**src/rtl/gcm_ctr_gen_pkg.sv**
```systemverilog
// Shared GCM counter-generator types and constants.
package gcm_pkg;

  typedef enum logic [1:0] {
    ST_IDLE    = 2'd0,
    ST_READY   = 2'd1,
    ST_RUN     = 2'd2,
    ST_EXHAUST = 2'd3
  } gcm_state_e;

  localparam logic [31:0] GCM_J0_LSW             = 32'h0000_0001;
  localparam logic [31:0] GCM_CTR_FIRST_LSW      = 32'h0000_0002;
  localparam logic [31:0] GCM_MAX_BLOCKS_DEFAULT = 32'hFFFF_FFFE;

  // Only the low word counts; it wraps without touching the IV bits.
  function automatic logic [127:0] inc32(input logic [127:0] block);
    return {block[127:32], block[31:0] + 32'd1};
  endfunction

endpackage

```
**src/rtl/gcm_ctr_gen_if.sv**
```systemverilog
// Control/data bundle between the counter generator and its GCM neighbours.
interface gcm_ctr_gen_if;
  logic [95:0]  iv_in;
  logic         iv_we;
  logic         start;
  logic         msg_done;
  logic         keystream_req;
  logic         ctr_valid;
  logic [127:0] ctr_block;
  logic         j0_req;
  logic         j0_valid;
  logic [127:0] j0_block;
  logic [31:0]  blk_count;
  logic         busy;
  logic         ctr_exhausted;

  modport master (
    output iv_in, iv_we, start, msg_done, keystream_req, j0_req,
    input  ctr_valid, ctr_block, j0_valid, j0_block, blk_count, busy, ctr_exhausted
  );

  modport slave (
    input  iv_in, iv_we, start, msg_done, keystream_req, j0_req,
    output ctr_valid, ctr_block, j0_valid, j0_block, blk_count, busy, ctr_exhausted
  );
endinterface

```
**src/rtl/gcm_ctr_gen.sv**
```systemverilog
// GCM counter-block generator: issues inc32 counters from J0 and serves J0 to the tag stage.
module gcm_ctr_gen
  import gcm_pkg::*;
#(
  parameter logic [31:0] MAX_BLOCKS = GCM_MAX_BLOCKS_DEFAULT
) (
  input  logic           clk,
  input  logic           rst_n,
  gcm_ctr_gen_if.slave   bus
);

  gcm_state_e   state;
  logic [95:0]  iv_reg;
  logic [95:0]  msg_iv;
  logic [127:0] ctr_reg;

  assign bus.busy = (state == ST_RUN);

  always_ff @(posedge clk or negedge rst_n) begin
    if (!rst_n) begin
      state             <= ST_IDLE;
      iv_reg            <= '0;
      msg_iv            <= '0;
      ctr_reg           <= '0;
      bus.ctr_valid     <= 1'b0;
      bus.ctr_block     <= '0;
      bus.j0_valid      <= 1'b0;
      bus.j0_block      <= '0;
      bus.blk_count     <= '0;
      bus.ctr_exhausted <= 1'b0;
    end else begin
      bus.ctr_valid <= 1'b0;
      bus.j0_valid  <= 1'b0;

      // New IV is staged only; msg_iv picks it up at the next start.
      if (bus.iv_we) iv_reg <= bus.iv_in;

      // J0 path runs alongside the counter path and reads the latched message IV.
      if (bus.j0_req && state != ST_IDLE) begin
        bus.j0_valid <= 1'b1;
        bus.j0_block <= {msg_iv, GCM_J0_LSW};
      end

      case (state)
        ST_IDLE: begin
          if (bus.iv_we) state <= ST_READY;
        end
        ST_READY, ST_RUN, ST_EXHAUST: begin
          if (bus.start) begin
            msg_iv            <= iv_reg;
            ctr_reg           <= {iv_reg, GCM_CTR_FIRST_LSW};
            bus.blk_count     <= '0;
            bus.ctr_exhausted <= 1'b0;
            state             <= ST_RUN;
          end else if (bus.msg_done && state != ST_READY) begin
            state <= ST_READY;
          end else if (state == ST_RUN && bus.keystream_req && !bus.ctr_valid) begin
            // Gating on ctr_valid stops a still-high request from being served twice.
            if (bus.blk_count == MAX_BLOCKS) begin
              bus.ctr_exhausted <= 1'b1;
              state             <= ST_EXHAUST;
            end else begin
              bus.ctr_valid <= 1'b1;
              bus.ctr_block <= ctr_reg;
              ctr_reg       <= inc32(ctr_reg);
              bus.blk_count <= bus.blk_count + 32'd1;
            end
          end
        end
        default: state <= ST_IDLE;
      endcase
    end
  end

endmodule

```
**src/flat_wrapper.sv**
```systemverilog
// flat-port wrapper written by rule: the top's interface ports become plain ports
module gcm_ctr_gen_flat import gcm_pkg::*;
#(
  parameter logic [31:0] MAX_BLOCKS = GCM_MAX_BLOCKS_DEFAULT
)
  (clk, rst_n, bus_iv_in, bus_iv_we, bus_start, bus_msg_done, bus_keystream_req, bus_j0_req, bus_ctr_valid, bus_ctr_block, bus_j0_valid, bus_j0_block, bus_blk_count, bus_busy, bus_ctr_exhausted);
  gcm_ctr_gen_if bus_i ();
  input  logic clk;
  input  logic rst_n;
  input wire logic [$bits(bus_i.iv_in)-1:0] bus_iv_in;
  input wire logic [$bits(bus_i.iv_we)-1:0] bus_iv_we;
  input wire logic [$bits(bus_i.start)-1:0] bus_start;
  input wire logic [$bits(bus_i.msg_done)-1:0] bus_msg_done;
  input wire logic [$bits(bus_i.keystream_req)-1:0] bus_keystream_req;
  input wire logic [$bits(bus_i.j0_req)-1:0] bus_j0_req;
  output wire logic [$bits(bus_i.ctr_valid)-1:0] bus_ctr_valid;
  output wire logic [$bits(bus_i.ctr_block)-1:0] bus_ctr_block;
  output wire logic [$bits(bus_i.j0_valid)-1:0] bus_j0_valid;
  output wire logic [$bits(bus_i.j0_block)-1:0] bus_j0_block;
  output wire logic [$bits(bus_i.blk_count)-1:0] bus_blk_count;
  output wire logic [$bits(bus_i.busy)-1:0] bus_busy;
  output wire logic [$bits(bus_i.ctr_exhausted)-1:0] bus_ctr_exhausted;
  assign bus_i.iv_in = bus_iv_in;
  assign bus_i.iv_we = bus_iv_we;
  assign bus_i.start = bus_start;
  assign bus_i.msg_done = bus_msg_done;
  assign bus_i.keystream_req = bus_keystream_req;
  assign bus_i.j0_req = bus_j0_req;
  assign bus_ctr_valid = bus_i.ctr_valid;
  assign bus_ctr_block = bus_i.ctr_block;
  assign bus_j0_valid = bus_i.j0_valid;
  assign bus_j0_block = bus_i.j0_block;
  assign bus_blk_count = bus_i.blk_count;
  assign bus_busy = bus_i.busy;
  assign bus_ctr_exhausted = bus_i.ctr_exhausted;
  gcm_ctr_gen #(.MAX_BLOCKS(MAX_BLOCKS)) u_core (.clk(clk), .rst_n(rst_n), .bus(bus_i));
endmodule
```
**config.mk**
```make
export PLATFORM = sky130hd
export DESIGN_NAME = gcm_ctr_gen_flat
export DESIGN_NICKNAME = d
export VERILOG_FILES = /design/src/rtl/gcm_ctr_gen_pkg.sv /design/src/rtl/gcm_ctr_gen_if.sv /design/src/rtl/gcm_ctr_gen.sv /design/src/flat_wrapper.sv
export SDC_FILE = /design/constraint.sdc
export NUM_CORES = 1
export LEC_CHECK = 0
export ABC_AREA = 0
export BUFFER_PORTS_ARGS = -buffer_cell sky130_fd_sc_hd__buf_2
export CAP_MARGIN = 20
export CORE_ASPECT_RATIO = 1.25
export CORE_MARGIN = 2
export CORE_UTILIZATION = 39
export CTS_CLUSTER_SIZE = 30
export DETAILED_ROUTE_END_ITERATION = 10
export GPL_TIMING_DRIVEN = 0
export PLACE_DENSITY = 0.62
export SYNTH_ARGS = -nofsm -noshare
export SYNTH_HDL_FRONTEND = slang
export SYNTH_SLANG_ARGS = --single-unit
```
**constraint.sdc**
```tcl
create_clock -name clk -period 6.2 [get_ports clk]
set_input_delay 0.93 -clock clk [delete_from_list [all_inputs] [get_ports clk]]
set_output_delay 0.93 -clock clk [all_outputs]
set_load 0.05 [all_outputs]
```
==> metrics, run 1 <==
status finished, final reports clean; cell-internal power 7.81 mW; Seq/Total Area, Yosys 63.5%; Peak Freq 0.332 GHz; Worst R2R Setup Slack 3190 ps; Max Root-Sink Buffers 3; fraction of layout cells with a size suffix above 1 23.0%; I/O Pins 395; Setup violations, final 0; flops & latches, synth 582; Mapped Cells 2,333; worst-case vdd ir drop 0.000328 V; PnR worst setup slack 3190 ps; combinational share of power 31.1%; maxcap violations 0; Distinct cells, synth 58; LEAKAGE 15.1 nW; endpoint arrival time on the critical path 3570 ps; CTS Buf Count 58; CTS Sinks 582; CP max-delay cell dfrtp_1; worst r2r src u_core.bus.blk_count[0]; DIE HEIGHT 275 microns; DR pass1 iterations 6; Setup crit end kind flip-flop; critical path launch point type flip-flop; Hold Crit Class in2async; H-tree depth 2; fin cells 3,601; mean post-synth cell area 9.83 sq um; initial antenna violation count 12; Post-synth EDFFs 0; post-layout minimum cycle time 3010 ps; WP buf/inv 5; core area 58,200 sq um; WL per Instance 18.6 microns; Fill cells 5,504; Worst path top cell family by delay buffers and inverters; crit-path max FO 11; R2R depth 11; Hold Buf Count CTS 0; clock slew at reported path FFs 60 ps; Via Count 17,900; CTS resizes 0; Sw Share 40.4%; worst-skew pair later-pin latency 630 ps; vias in the first global route 18,100; Final period util 48.5%; worst slew pin tran 791 ps; CP startpoint u_core.bus.blk_count[0]; CP Cell Sequence inv_1 -> ha_1 -> and4_1 -> and4_1 -> clkbuf_1 -> a211o_1 -> inv_2 -> buf_2 -> buf_2 -> nand2_1 -> nand2_1; die width 221 microns; ys flop type dfrtp_1; Max stage delay on crit path 500 ps; RSZ-0062 raised after global routing false; hpwl dp 48.9 mm; Synth Warn # 0; Cell Area, Synth 22,900 sq um; Final ANT Viol Nets 0; die area 60,800 sq um; Slew Limit Fails 0; Final #Nets 2,899; Rel. slew slack 46.8%; IO Port Bufs 362; WS Path Type reg2reg; first-pass GRT wire length 103 mm; Net Sw Power 5.30 mW; via/cell ratio 4.98; largest net degree at the start of global routing 124; worst flop-to-flop path endpoint u_core.bus.ctr_block[50]; clk_skew 25.5 ps; Post-Place Setup Slack 2560 ps; Reg power frac 40.6%; Area Overhead vs Synth 22.3%; dpl cells 3,489; initial drt markers 1,440; # rows 99; power density over cell area 467 nW/um^2; Initial Util 39.4%; Clock Power Share 28.3%; Data required, critical path 6760 ps; Final Hold Viols 0; Async S/R FF share, synth 100%; CTS root buffer clkbuf_16; # Post-CTS Setup Buffers 0; GPL Wtd Cong 0.882; residual DRC count 0; gr ovfl total 0; Post-Route WL 67.0 mm; TritonCTS clock tree yes; gr usage total 21.6%
## synth_stat cells, drive strengths merged (15+ instances only)
library cell | n | share of area [%]
nor2 | 18 | 0.29
nor4 | 15 | 0.47
a21oi | 18 | 0.39
and3 | 21 | 0.57
nand4 | 23 | 0.72
dfrtp | 582 | 63
mux2 | 96 | 4.7
a31oi | 28 | 0.76
clkbuf | 72 | 1.2
nand2 | 1169 | 19
nand3 | 55 | 1.2
buf | 79 | 2.2
o21ai | 23 | 0.50
## cell families (layout without fill, tap and decap cells)
| group | after synthesis | after routing | synth area share [%] |
|---|---|---|---|
| AO/OA/AOI/OAI | 127 | 127 | 3.91 |
| adder cells (fa/ha/maj) | 3 | 3 | 0.164 |
| buffers and inverters | 165 | 642 | 3.59 |
| flip-flops | 582 | 582 | 63.5 |
| multiplexers | 98 | 98 | 4.80 |
| other | 1 | 35 | 0.0164 |
| AND/OR/NAND/NOR | 1357 | 1357 | 24.0 |
## power by group through the flow
stage               clock [mW]  combinational, mW  sequential, mW
global route              3.94               4.36            5.44
detailed placement           0               4.12            5.38
floorplan                    0               1.02            7.16
finish                    3.71               4.08            5.32
global placement             0               4.05            5.35
CTS                       3.80               4.13            5.32
## through the flow
stage / TNS (ps) / hold WS (ps) / cell area (sq um) / utilization (%) / total power [mW]
floorplan: 0 / 437 / 23000 / - / 8.18
global placement: -4319080 / 448 / 25800 / 44.3 / 9.40
detailed placement: 0 / 448 / 26000 / 44.7 / 9.50
CTS: 0 / 249 / 28000 / 48.2 / 13.2
global route: 0 / 274 / 28000 / 48.2 / 13.7
finish: 0 / 251 / 28100 / 48.2 / 13.1
## layer usage
metal | wire length, microns | global-route usage (%) | vias to the layer above
met5 | 116 | 0 | -
met4 | 1620 | 6.36 | 18
met3 | 4380 | 5.08 | 131
met2 | 32900 | 37.1 | 577
met1 | 28000 | 27.3 | 8809
li1 | - | - | 8407
## worst max path at each step
stage	end	slack, ps	cells after the start
2_1_floorplan	u_core.bus.blk_count[10]	3750	9
3_3_place_gp	u_core.bus.j0_block[46]	-7530	1
3_5_place_dp	u_core.ctr_reg[108]	2560	9
4_1_cts	u_core.bus.ctr_block[69]	3180	11
5_1_grt	u_core.bus.ctr_block[47]	3020	11
6_report	u_core.bus.ctr_block[50]	3190	11
## cell type report
cell class / instances / area [sq um] / area share, %
clock buffers: 83 / 1690 / 6.01
repair buffers: 370 / 2010 / 7.18
plain buffers: 151 / 772 / 2.75
clock inverters: 24 / 345 / 1.23
diodes: 4 / 10.0 / 0.0357
multi-input cells: 1616 / 7670 / 27.3
inverters: 14 / 52.6 / 0.187
flip-flops and latches: 582 / 14600 / 51.9
well taps: 757 / 947 / 3.38
## layout by cell type, fill, tap and decap left out, types with 21 or more instances in the layout
cell type / n
clkbuf_1: 84
nand2_1: 1168
nand4_1: 21
mux2_2: 96
clkbuf_16: 59
o21ai_0: 21
a31oi_1: 28
nand3_1: 55
dfrtp_1: 582
conb_1: 31
and3_1: 21
buf_2: 393
buf_4: 38
Power figures use the tool's default switching activity.
==> run 2: changes to the inputs <==
==> constraint.sdc (replaced) <==
create_clock -name clk -period 3.03 [get_ports clk]
set_input_delay 0.4545 -clock clk [delete_from_list [all_inputs] [get_ports clk]]
set_output_delay 0.4545 -clock clk [all_outputs]
set_load 0.05 [all_outputs]
==> run 2 against run 1 <==
Against the previous run: hold slack got worse by 200 ps; critical path depth unchanged; core utilization about the same; wire length about the same; sequential power increased by 100%; sequential cell count unchanged; register-to-register slack got worse by 3000 ps; critical endpoint unchanged; largest power group unchanged.
==> metrics, run 2 (synthesized netlist as in run 1, its figures left out) <==
# Post-CTS Setup Buffers 0 (unchanged); residual DRC count 0 (unchanged); CTS Sinks 582 (unchanged); fraction of layout cells with a size suffix above 1 23.0% (about the same); gr ovfl total 0 (unchanged); met2 GRT Util 37.1% (about the same); hold_ws 49.9 ps (-201 ps); die area 60,800 sq um (unchanged); I/O Pins 395 (unchanged); die width 221 microns (unchanged); Final Hold Viols 0 (unchanged); CP Cell Sequence inv_1 -> ha_1 -> and4_1 -> and4_1 -> clkbuf_1 -> a211o_1 -> inv_2 -> buf_4 -> buf_2 -> nand2_1 -> nand2_1; status finished, final reports clean; Data required, critical path 3590 ps (-3170 ps); Initial Util 39.4% (unchanged); Setup crit end kind flip-flop; multi-input logic area 7670 sq um (unchanged); CTS root buffer clkbuf_16; Peak Freq 0.356 GHz (+7.2%); Rel. slew slack 47.2% (+0.44 points); Hold Crit Class in2reg; endpoint arrival time on the critical path 3370 ps (-200 ps); WP depth 11 (unchanged); initial antenna violation count 12 (unchanged); M3 GR Usage 5.07% (-0.011 points); core area 58,200 sq um (unchanged); GPL Wtd Cong 0.882 (unchanged); CTS Buf Count 58 (unchanged); critical path launch point type flip-flop; PnR Total Power 26.8 mW (+100%); Hold Path Stages 2; initial drt markers 1,366 (-5.1%); clock slew at reported path FFs 70 ps (about the same); worst slew pin tran 791 ps (+0.597 ps); CP max-delay cell dfrtp_1; GRT busiest layer met2; # rows 99 (unchanged); worst-skew pair later-pin latency 630 ps (about the same); Final #Nets 2,900 (+0.034%); crit-path max FO 10 (-1); IO Port Bufs 362 (unchanged); Area Overhead vs Synth 22.4% (about the same); vias in the first global route 18,100 (-0.017%); GR Util met1 27.2% (about the same); first-pass GRT wire length 103 mm (about the same); Final period util 92.6% (+44 points); Fill cells 5,501 (-0.055%); TritonCTS clock tree yes; clk_skew 24.7 ps (-0.813 ps); Post-Route WL 66.9 mm (about the same); DR pass1 iterations 8 (+2); WL per Instance 18.6 microns (about the same); Max Root-Sink Buffers 3 (unchanged); hpwl dp 48.9 mm (unchanged); maxcap violations 0 (unchanged); commonest non-fill, non-tap cells in the layout 1,168 x nand2_1, 582 x dfrtp_1, 392 x buf_2; Final ANT Viol Nets 0 (unchanged); LEAKAGE 15.1 nW (about the same); RSZ-0062 raised after global routing false; Slew Limit Fails 0 (unchanged); WP buf/inv 5 (unchanged); Setup violations, final 0 (unchanged); power density over cell area 956 nW/um^2 (+100%); H-tree depth 2 (unchanged); Reg area 14,600 sq um (unchanged); R2R depth 11 (unchanged); Via Count 18,000 (+0.33%); worst-case vdd ir drop 0.000661 V (+100%); largest net degree at the start of global routing 124 (unchanged); DIE HEIGHT 275 microns (unchanged); Worst path top cell family by delay buffers and inverters; commonest non-fill, non-tap cell in the layout nand2_1; Max stage delay on crit path 500 ps (about the same); gr usage total 21.6% (about the same); WS Path Type reg2reg; post-layout minimum cycle time 2810 ps (-203 ps); via/cell ratio 5.00 (+0.33%)
run 2: changes by cell type in the layout (fill, tap and decap cells not counted):
| cell | previous run | this run |
|---|---|---|
| buf_2 | 393 | 392 |
| buf_4 | 38 | 39 |
| diode_2 | 4 | 3 |
| dlygate4sd3_1 | 0 | 1 |
run 2: routing by layer:
layer | vias to the layer above | wire (microns)
met3 | 130 | 4590
met5 | - | 116
met4 | 18 | 1660
li1 | 8399 | -
met2 | 648 | 32800
met1 | 8807 | 27700
run 2: worst paths after layout:
kind	startpoint	end	slack, ps
worst max-delay path	u_core.bus.blk_count[0]	u_core.bus.ctr_block[50]	220
worst min-delay path	bus_iv_in[85]	u_core.iv_reg[85]	50
worst max register to register	u_core.bus.blk_count[0]	u_core.bus.ctr_block[50]	220
worst min register to register	u_core.ctr_reg[126]	u_core.bus.ctr_block[126]	460
max in group asynchronous	rst_n	u_core.bus.j0_block[48]	620
min in group asynchronous	rst_n	u_core.bus.ctr_block[86]	360
run 2: metrics by stage:
step / worst slack [ps] / util [%] / TNS (ps) / std cells / instance area [sq um]
detailed placement: -133 / 44.7 / -4050 / 3489 / 26000
CTS: 6.76 / 48.2 / 0 / 3597 / 28000
floorplan: 577 / - / 0 / 2363 / 23000
finish: 224 / 48.2 / 0 / 3601 / 28100
global placement: -10220 / 44.3 / -5948100 / 3482 / 25800
global route: 46.5 / 48.2 / 0 / 3599 / 28100
run 2: timing repair:
action                                  CTS  global route
hold buffers                              1             0
gates resized for setup                   0             2
endpoints found under the hold margin    67             0
endpoints found under the setup margin    0            99
run 2: layout make-up:
type,instances,area share (%)
inverter,14,0.187
tap,757,3.37
buffer,151,2.76
timing repair buffer,371,7.21
clock buffer,83,6.01
sequential,582,51.9
antenna,3,0.0267
clock inverter,24,1.23
multi-input combinational,1616,27.3
run 2: power breakdown:
group          total [mW]  internal (mW)  switching [mW]
logic                8.35           1.80            6.55
clock network        7.60           4.48            3.12
registers            10.9           9.71            1.19
total                26.8           16.0            10.9
run 2: worst register-to-register path, cell delays in order (launching register included):
cell,delay [ps]
dfrtp_1,500
inv_1,80
ha_1,200
and4_1,150
and4_1,190
clkbuf_1,210
a211o_1,390
inv_2,180
buf_4,330
buf_2,330
nand2_1,130
nand2_1,80
